<file path="config.mk">
export PLATFORM = sky130hd
export DESIGN_NAME = seq_div
export DESIGN_NICKNAME = d
export VERILOG_FILES = /design/src/rtl/seq_div_pkg.sv /design/src/rtl/seq_div_step.sv /design/src/rtl/seq_div.sv
export SDC_FILE = /design/constraint.sdc
export NUM_CORES = 1
export LEC_CHECK = 0
export CAP_MARGIN = 25
export CORE_MARGIN = 1.5
export CORE_UTILIZATION = 52
export CTS_CLUSTER_SIZE = 24
export DETAILED_ROUTE_END_ITERATION = 10
export PLACE_DENSITY = 0.75
export SETUP_SLACK_MARGIN = 0.1
export SYNTH_ARGS = -nofsm -noshare
export SYNTH_HDL_FRONTEND = slang
export SYNTH_SLANG_ARGS = --single-unit
</file>
<file path="constraint.sdc">
create_clock -name clk -period 2.6 [get_ports clk]
set_input_delay 0.39 -clock clk [delete_from_list [all_inputs] [get_ports clk]]
set_output_delay 0.39 -clock clk [all_outputs]
set_load 0.02 [all_outputs]
</file>
<file path="src/rtl/seq_div_pkg.sv">
// Shared types and helpers for the seq_div sequential restoring divider.
package seq_div_pkg;

  typedef enum logic [1:0] {
    StIdle,
    StRun,
    StDone
  } state_e;

  // Width of a step counter that must reach n-1.
  function automatic int unsigned cnt_width(int unsigned n);
    return (n <= 2) ? 1 : $clog2(n);
  endfunction

endpackage

</file>
<file path="src/rtl/seq_div_step.sv">
// One restoring division step: shift in a numerator bit, subtract if it fits.
module div_step #(
  parameter int unsigned DEN_W = 4
) (
  input  logic [DEN_W-1:0] partial_i,
  input  logic [DEN_W-1:0] den_i,
  input  logic             bit_i,
  output logic [DEN_W-1:0] partial_o,
  output logic             qbit_o
);

  logic [DEN_W:0] shifted;
  logic [DEN_W:0] diff;

  always_comb begin
    shifted = {partial_i, bit_i};
    diff    = shifted - {1'b0, den_i};
    // partial_i < den_i keeps diff inside (-2^DEN_W, 2^DEN_W), so the top bit is the borrow.
    qbit_o    = ~diff[DEN_W];
    partial_o = qbit_o ? diff[DEN_W-1:0] : shifted[DEN_W-1:0];
  end

endmodule

</file>
<file path="src/rtl/seq_div.sv">
// Sequential restoring divider, one quotient bit per cycle, MSB first.
// Define SEQ_DIV_SIGNED_EN to honour signed_mode (two's complement operands).
module seq_div
  import seq_div_pkg::*;
#(
  parameter int unsigned NUM_W = 8,
  parameter int unsigned DEN_W = 4
) (
  input  logic             clk,
  input  logic             rst,
  input  logic             start,
  input  logic             signed_mode,
  input  logic [NUM_W-1:0] numerator,
  input  logic [DEN_W-1:0] denominator,
  output logic             ready,
  output logic             done,
  output logic [NUM_W-1:0] quotient,
  output logic [DEN_W-1:0] remainder,
  output logic             div_by_zero
);

  localparam int unsigned CntW = cnt_width(NUM_W);

  state_e           state_q, state_d;
  logic [CntW-1:0]  cnt_q, cnt_d;
  logic [NUM_W-1:0] num_q, num_d;
  logic [DEN_W-1:0] den_q, den_d;
  logic [DEN_W-1:0] part_q, part_d;
  logic [DEN_W-1:0] rawlo_q, rawlo_d;
  logic             negq_q, negq_d;
  logic             negr_q, negr_d;
  logic [NUM_W-1:0] quot_q, quot_d;
  logic [DEN_W-1:0] rem_q, rem_d;
  logic             dbz_q, dbz_d;

  logic [NUM_W-1:0] num_mag;
  logic [DEN_W-1:0] den_mag;
  logic             neg_n, neg_d;
  logic [DEN_W-1:0] step_part;
  logic             step_qbit;
  logic [NUM_W-1:0] q_mag, q_fin;
  logic [DEN_W-1:0] r_fin;

  div_step #(
    .DEN_W(DEN_W)
  ) u_step (
    .partial_i(part_q),
    .den_i    (den_q),
    .bit_i    (num_q[NUM_W-1]),
    .partial_o(step_part),
    .qbit_o   (step_qbit)
  );

`ifdef SEQ_DIV_SIGNED_EN
  always_comb begin
    neg_n   = signed_mode & numerator[NUM_W-1];
    neg_d   = signed_mode & denominator[DEN_W-1];
    num_mag = neg_n ? (~numerator + 1'b1) : numerator;
    den_mag = neg_d ? (~denominator + 1'b1) : denominator;
  end
`else
  logic unused_signed_mode;
  assign unused_signed_mode = signed_mode;

  always_comb begin
    neg_n   = 1'b0;
    neg_d   = 1'b0;
    num_mag = numerator;
    den_mag = denominator;
  end
`endif

  // The numerator register shifts out dividend bits and shifts in quotient bits.
  always_comb begin
    q_mag = {num_q[NUM_W-2:0], step_qbit};
    q_fin = negq_q ? (~q_mag + 1'b1) : q_mag;
    r_fin = negr_q ? (~step_part + 1'b1) : step_part;
  end

  always_comb begin
    state_d = state_q;
    cnt_d   = cnt_q;
    num_d   = num_q;
    den_d   = den_q;
    part_d  = part_q;
    rawlo_d = rawlo_q;
    negq_d  = negq_q;
    negr_d  = negr_q;
    quot_d  = quot_q;
    rem_d   = rem_q;
    dbz_d   = dbz_q;
    unique case (state_q)
      StIdle: begin
        if (start) begin
          state_d = StRun;
          cnt_d   = '0;
          num_d   = num_mag;
          den_d   = den_mag;
          part_d  = '0;
          rawlo_d = numerator[DEN_W-1:0];
          negq_d  = neg_n ^ neg_d;
          negr_d  = neg_n;
        end
      end
      StRun: begin
        if (den_q == '0) begin
          state_d = StDone;
          quot_d  = '1;
          rem_d   = rawlo_q;
          dbz_d   = 1'b1;
        end else begin
          num_d  = q_mag;
          part_d = step_part;
          cnt_d  = cnt_q + 1'b1;
          if (cnt_q == CntW'(NUM_W - 1)) begin
            state_d = StDone;
            quot_d  = q_fin;
            rem_d   = r_fin;
            dbz_d   = 1'b0;
          end
        end
      end
      StDone: begin
        state_d = StIdle;
      end
      default: begin
        state_d = StIdle;
      end
    endcase
  end

  always_ff @(posedge clk) begin
    if (rst) begin
      state_q <= StIdle;
      cnt_q   <= '0;
      num_q   <= '0;
      den_q   <= '0;
      part_q  <= '0;
      rawlo_q <= '0;
      negq_q  <= 1'b0;
      negr_q  <= 1'b0;
      quot_q  <= '0;
      rem_q   <= '0;
      dbz_q   <= 1'b0;
    end else begin
      state_q <= state_d;
      cnt_q   <= cnt_d;
      num_q   <= num_d;
      den_q   <= den_d;
      part_q  <= part_d;
      rawlo_q <= rawlo_d;
      negq_q  <= negq_d;
      negr_q  <= negr_d;
      quot_q  <= quot_d;
      rem_q   <= rem_d;
      dbz_q   <= dbz_d;
    end
  end

  assign ready       = (state_q == StIdle);
  assign done        = (state_q == StDone);
  assign quotient    = quot_q;
  assign remainder   = rem_q;
  assign div_by_zero = dbz_q;

endmodule

</file>
# Word-level counts from Yosys, hierarchy flattened
# Cells that the tools add are included.
[word_totals] register_bits=38 in_bits=16 output_inout_bits=15 wordCells=46
[op_classes] addsub=2 n_eq_ne=6 mux=20 bitwise=1 reduce_logical=8
[ops] op="8-bit two-way mux" n=4
[ops] op="4-bit two-way mux" n=5
[ops] op="8-bit case mux with 2 select lines" n=1
[ops] op="4-bit case mux with 2 select lines" n=1
[ops] op="2-bit two-way mux" n=3
[ops] op="3-bit two-way mux" n=2
[ops] op="3-bit case mux with 2 select lines" n=1
[ops] op="2-bit AND reduction" n=3
[ops] op="5-bit by 4-bit subtractor with 5-bit output" n=1
[ops] op="4-bit zero test" n=1
[ops] op="2-bit != test, second input constant" n=2
[ops] op="2-bit case mux with 2 select lines" n=1
[ops] op="2-bit nonzero test" n=2
[ops] op="3-bit by 1-bit adder with 3-bit output, second input constant" n=1
[ops] op="3-bit == test, second input constant" n=1
[ops] op="3-bit != test, second input constant" n=1
[ops] op="3-bit AND reduction" n=1
[ops] op="2-bit by 1-bit == test with 1-bit output, second input constant" n=1
[ops] op="2-bit == test, second input constant" n=1
[ops] op="2-bit zero test" n=1
[ops] op="1-bit two-way mux" n=2
[ops] op="1-bit inverter" n=1

# Longest topological paths before layout
# Gate-level depths: netlist of run 1.
[logic_depth] word_depth=4 mapped_depth=8 depth_no_buf=8

# Hierarchy
# From an unflattened synthesis of run 1, not the netlist that was laid out.
[unflattened] hier_cells=194 hier_area_um2=1854.3
[by_module_without_submodules] mod="seq_div" instances=1 cells_each=170 area_per_inst_um2=1652.8 seq_area_each_um2=760.7
[by_module_without_submodules] mod="div_step" instances=1 cells_each=24 area_per_inst_um2=201.4 seq_area_each_um2=0.0

# Worst setup path before layout of run 1
# OpenSTA, ideal clock, no wires.
[synth_path] kind="reg-to-reg" startpoint="register num_q[7]" endpoint="register rem_q[2], in the netlist remainder[2]" setup_time_ns=0.096 t_arrival_ns=2.012 t_required_ns=2.504 setup_slack_ns=0.492 stages_incl_launch_ff=9 path_buffers=0 synth_period_minus_slack_ns=2.108 cell_sequence="dfxtp_1 > inv_1 > ha_1 > fa_1 > nand2b_2 > a21oi_4 > xor2_4 > mux2i_1 > o41ai_2"
[synth_via] elab_chain_len=4
[synth_rtl] element="start: declaration" line_no="seq_div.sv:26" rtl="logic [NUM_W-1:0] num_q, num_d;"
[synth_rtl] element="start signal: assignment" line_no="seq_div.sv:148" rtl="num_q <= num_d;"
[synth_rtl] element="5-bit by 4-bit subtractor with 5-bit output" line_no="seq_div_step.sv:17" rtl="diff = shifted - {1'b0, den_i};"
[synth_rtl] element="4-bit two-way mux" line_no="seq_div_step.sv:20" rtl="partial_o = qbit_o ? diff[DEN_W-1:0] : shifted[DEN_W-1:0];"
[synth_rtl] element="4-bit two-way mux" line_no="seq_div.sv:115" rtl="if (cnt_q == CntW'(NUM_W - 1)) begin"
[synth_rtl] element="4-bit two-way mux" line_no="seq_div.sv:106" rtl="if (den_q == '0) begin"
[synth_rtl] element="end signal: assignment" line_no="seq_div.sv:155" rtl="rem_q <= rem_d;"
[synth_rtl] element="end: declaration" line_no="seq_div.sv:33" rtl="logic [DEN_W-1:0] rem_q, rem_d;"
# No other way between the ends. The select of a mux whose other input is x is not followed.
# A chain may end at the register's enable or synchronous reset.

# Worst setup path in the final report of run 1
# Same ends and word-level chain as after synthesis.

==> impl_metrics.ini, run 1 <==
[status]
status = completed

[synth]
synthTopCellsByArea = dfxtp_1, nand2_1, a21oi_1
ys.flop_type = dfxtp_1
synth_top_area_cell = dfxtp_1
ys_ff_latch = 38
syn_inst = 217
synth_edf_count = 0
yosysMostFrequentCell = nand2_1
synth_common_cells = nand2_1, dfxtp_1, nor2_1, a21oi_1, a31oi_1
synth_fp_nets = 240
post_synth.cell_area_avg_sq_um = 8.15
yosysSeqAreaShare_pct = 43.0
async_flop_share_pct = 0
yosysUniqueCellTypes = 32
yosysTopAreaCellShare_pct = 43.0
synth.cell_area_sq_mm = 0.00177
synth_warnings = 0

[finish]
layout.nets = 268
instances_no_fill = 290
fillCellCount = 295
drive_gt1_share_pct = 7.72
area_delta_synth_final_pct = 22.4
num_antenna_cells = 0

[die]
core_area_sq_mm = 0.00315
dieArea_sq_mm = 0.00376
rows = 20
io_pins = 31
initial_utilization_pct = 56.1
die_x_microns = 61.3
die_h_microns = 61.3

[routing]
dr.first_iter.drc_count = 96
wl_met2_microns = 1700
wl_met1_microns = 1850
maxUsedRoutingLayer = met4
wl_per_cell_microns = 13.2
routed_via_density = 5.51
wl_met3_microns = 229
drc_errors = 0
drt-total-wl_microns = 3840
antenna_left = 0
firstDrtPassIters = 5
via_count = 1599

[global_routing]
grt_pass1_wl_microns = 6530
track_usage_pct = 23.5
grt_pass1_vias = 1492
overflow = 0
antenna_found_initial = 0
grt_start_max_net_pins = 23

[clock_tree]
cts_tree = done
clock_path_buffers = 2
cts_hold_buf = 0
root_buffer = clkbuf_4
numCtsBuffers = 5
clk_latency_ps = 350
clk_pin_slew_worst_paths_ps = 120
cts_resized = 0
cts_setup_buffers = 0
htreeDepth = 2
clock-sinks = 38

[placement]
dp_hpwl_microns = 2830
numPlacedInstances = 282
port_buffers = 29
place.gp.congestion = 0.784

[setup_path]
end_kind = register
crit_fanout = 10
critPathArrivalTime_ps = 2570
crit_path_start_kind = register
required_ps = 2830
crit_type = reg2reg

[pwr]
p_sw_share_pct = 31.8
power.switching_w = 0.000426
p_int_w = 0.000913
p_comb_share_pct = 25.6
p_clk_share_pct = 24.5
p_leak_nw = 0.830
seqPwrFrac_pct = 49.9
power_density_mw_per_mm2 = 619
ir_drop_uv = 395

[timing]
setup_viol = 0
finalSetupTns_ps = 0
worst_pin_slew_ps = 496
final_max_slew_viol_count = 0
max_freq_ghz = 0.427
slew_headroom_pct = 66.8
clock_skew_ps = 8.91
period_share_pct = 90.2
min_period_ps = 2340
rsz0062_at_grt = no
hold_violations = 0

[worst_hold_path]
worstHoldPathType = reg2reg

[flow_run]
maxCapViolCount = 0
final timing paths:
| check | to | cells after the start | slack [ps] | startpoint |
|---|---|---|---|---|
| setup reg to reg | remainder[2] | 8 | 260 | num_q[7] |
| setup / recovery | remainder[2] | 8 | 260 | num_q[7] |
| hold / removal | rawlo_q[0] | 2 | 460 | rawlo_q[0] |
| hold reg to reg | rawlo_q[0] | 2 | 460 | rawlo_q[0] |
worst max-delay path, stage by stage (launching register included):
cell and delay (ps):
dfxtp_1 360, inv_1 80, ha_1 210, fa_1 400
nand2b_2 220, a21oi_4 170, xor2_4 350, mux2i_1 330
o41ai_2 100
cell type report:
class	instances	area (sq um)	share of cell area, %
multi-input cells	161	942	43.5
flip-flops and latches	38	761	35.1
repair buffers	33	320	14.8
well taps	44	55.1	2.54
clock buffers	6	51.3	2.37
inverters	6	22.5	1.04
clock inverters	2	12.5	0.578
flip-flops by register name, indices dropped and copies added, names as in the netlist:
signal and flops:
num_q 8, quotient 8, den_q 4, part_q 4, rawlo_q 4, remainder 4
cnt_q 3, state_q 2, div_by_zero 1
metal layers:
metal,up-vias,track usage (%)
li1,802,-
met1,742,30.8
met2,48,37.2
met3,7,6.72
met4,0,8.07
met5,-,0
cell usage in the layout (no fill, tap or decap), drive strengths merged, types with 2 or more instances in the layout:
master,netlist,final
nand2,57,57
dfxtp,38,38
clkdlybuf4s50,0,29
nor2,22,22
a21oi,18,18
a31oi,10,10
a311oi,8,8
o21ai,8,8
inv,6,6
mux2i,6,6
ha,6,6
clkbuf,9,6
nand3,4,4
buf,3,4
nand2b,4,4
nor2b,2,2
or3,2,2
and2,2,2
a22o,2,2
xor2,2,2
cell families after synthesis:
logic type                 after synthesis  synth area share (%)
DFF                                     38                  43.0
adders and majority gates                7                  5.38
muxes                                    7                  4.03
AOI/OAI and AO/OA                       48                  17.8
buffers and inverters                   18                  3.96
xor gates and xnor gates                 3                  2.55
and+or+nand+nor                         96                  23.2
stage by stage:
step	total power [W]	area, sq um	utilization [%]	hold WS (ps)	setup WS [ps]
2_1_floorplan	0.000903	1770	-	432	492
3_3_place_gp	0.00101	2100	66.6	441	313
3_5_place_dp	0.00102	2100	66.6	452	294
4_1_cts	0.00135	2160	68.7	468	259
5_1_grt	0.00141	2160	68.7	495	132
6_report	0.00134	2160	68.7	463	256
power by group through the flow:
stage / Clock (W) / Sequential, W / Combinational [W]
after floorplan: 0 / 0.000695 / 0.000208
after global placement: 0 / 0.000678 / 0.000335
after detailed placement: 0 / 0.000682 / 0.000341
after CTS: 0.000335 / 0.000668 / 0.000343
after global routing: 0.000361 / 0.000676 / 0.000377
final: 0.000328 / 0.000669 / 0.000342
Power figures use the tool's default switching activity.
==> inputs of run 2 (changes only) <==
--- a/config.mk
+++ b/config.mk
@@ -5,11 +5,12 @@
 export SDC_FILE = /design/constraint.sdc
 export NUM_CORES = 1
 export LEC_CHECK = 0
-export CAP_MARGIN = 25
+export CAP_MARGIN = 20
 export CORE_MARGIN = 1.5
 export CORE_UTILIZATION = 52
 export CTS_CLUSTER_SIZE = 24
 export DETAILED_ROUTE_END_ITERATION = 10
+export GPL_ROUTABILITY_DRIVEN = 1
 export PLACE_DENSITY = 0.75
 export SETUP_SLACK_MARGIN = 0.1
 export SYNTH_ARGS = -nofsm -noshare
==> constraint.sdc (replaced) <==
create_clock -name clk -period 2.4 [get_ports clk]
set_input_delay 0.36 -clock clk [delete_from_list [all_inputs] [get_ports clk]]
set_output_delay 0.36 -clock clk [all_outputs]
set_load 0.02 [all_outputs]
==> impl_metrics.ini, run 2 (synthesized netlist as in run 1, its figures left out) <==
[status]
status = completed

[pwr]
p_sw_share_pct = 30.2
power_density_mw_per_mm2 = 705
p_int_w = 0.00109
seqPwrFrac_pct = 46.3
power.switching_w = 0.000473
p_comb_share_pct = 25.9
ir_drop_uv = 390
p_leak_nw = 0.859
p_clk_share_pct = 27.7

[die]
core_area_sq_mm = 0.00315
io_pins = 31
rows = 20
initial_utilization_pct = 56.1
dieArea_sq_mm = 0.00376
die_x_microns = 61.3
die_h_microns = 61.3

[setup_path]
r2r_start = num_q[7]
critical_path.top_delay_family = adder cells
rr_worst_depth = 9
required_ps = 2700
crit_path_start_kind = register
critical_path.cell_chain = inv_1 > ha_1 > fa_2 > nand2b_2 > a21oi_4 > xor2_4 > buf_4 > mux2i_1 > a22o_1
rr_endpoint = part_q[1]
crit_fanout = 4
critPathArrivalTime_ps = 2450
r2r_slack_ps = 250
slowest_delay_ps = 360
crit_buf_inv = 2
slowest_stage = fa_2
crit_type = reg2reg
end_kind = register

[routing]
drt-total-wl_microns = 4130
wl_per_cell_microns = 14.0
via_count = 1625
routed_via_density = 5.51
drc_errors = 0
antenna_left = 0
dr.first_iter.drc_count = 109
firstDrtPassIters = 4

[finish]
multi_input_area_sq_um = 945
area_delta_synth_final_pct = 25.6
final_common_cell = nand2_1
drive_gt1_share_pct = 9.56
layout.nets = 273
seqCellArea_sq_um = 762
most-common-layout-cells = nand2_1, dfxtp_1, clkdlybuf4s50_1
num_antenna_cells = 0
fillCellCount = 298

[timing]
finalSetupTns_ps = 0
hold_slack_ps = 463
max_freq_ghz = 0.465
rsz0062_at_grt = no
slew_headroom_pct = 67.8
clock_skew_ps = 7.09
final_max_slew_viol_count = 0
min_period_ps = 2150
setup_viol = 0
period_share_pct = 89.6
worst_pin_slew_ps = 480
hold_violations = 0

[clock_tree]
numCtsBuffers = 5
cts_hold_buf = 0
clk_latency_ps = 350
root_buffer = clkbuf_4
clock_path_buffers = 2
cts_tree = done
clock-sinks = 38
clk_pin_slew_worst_paths_ps = 110
htreeDepth = 2

[global_routing]
grt_start_max_net_pins = 21
grt_pass1_vias = 1550
track_usage_pct = 24.9
overflow = 0
antenna_found_initial = 0
grt_pass1_wl_microns = 6980

[worst_hold_path]
whs_endpoint = rawlo_q[0]
worstHoldPathCells = 2
hold_path.startpoint = rawlo_q[0]
worstHoldPathType = reg2reg

[placement]
place.gp.congestion = 0.809
dp_hpwl_microns = 2950
port_buffers = 29

[flow_run]
maxCapViolCount = 0
## run 2: changes by cell type in the layout (fill, tap and decap cells not counted), sizes merged
cell / delta
clkbuf: +1
buf: +5
clkinv: -1
bufinv: +1
clkinvlp: -1
## run 2: worst max-delay path by stage
stage                   from  depth (start not counted)  slack [ps]           end
floorplan           num_q[7]                          8         290  remainder[2]
global placement    num_q[7]                          9         190  remainder[1]
detailed placement  num_q[7]                          9         130  remainder[1]
CTS                 num_q[7]                          9         200     part_q[1]
global route        num_q[7]                          9         130     part_q[1]
finish              num_q[7]                          9         250     part_q[1]
## run 2: power groups by stage
stage / clock network, W / registers [W] / logic, W
final: 0.000434 / 0.000726 / 0.000406
after global routing: 0.000466 / 0.000732 / 0.000445
after CTS: 0.000436 / 0.000725 / 0.000399
after detailed placement: 0 / 0.000739 / 0.000380
after global placement: 0 / 0.000734 / 0.000370
after floorplan: 0 / 0.000753 / 0.000226
## run 2: layout make-up
cell class,count,area share [%]
Clock buffer,7,2.03
Clock inverter,1,1.35
Inverter,6,1.01
Multi-Input combinational cell,161,42.5
Sequential cell,38,34.3
Tap cell,44,2.48
Timing Repair Buffer,38,16.3
## run 2: layer usage
metal / share of wire, % / global-route usage [%]
met4: 1.3 / 8.39
met2: 45 / 39.8
met1: 49 / 33.7
met3: 4.8 / 5.04
met5: 0 / 0
## run 2: timing repair
item,4_1_cts,5_1_grt
pin swaps,0,1
gates resized for setup,0,3
gates cloned,0,0
setup endpoints to repair,1,5
buffers inserted,3,0
## run 2: metrics by stage
stage	setup WS, ps	std cells	cell area (sq um)	total power, W	util (%)
after global placement	192	284	2120	0.00110	67.1
after CTS	198	295	2210	0.00156	70.2
after global routing	126	295	2220	0.00164	70.4
final	249	295	2220	0.00157	70.4
after detailed placement	130	284	2120	0.00112	67.1
after floorplan	292	217	1770	0.000979	-
## run 2: worst register-to-register path, cell delays in order (launching register included)
cell	delay, ps
dfxtp_2	340
inv_1	70
ha_1	210
fa_2	360
nand2b_2	210
a21oi_4	200
xor2_4	210
buf_4	160
mux2i_1	190
a22o_1	140
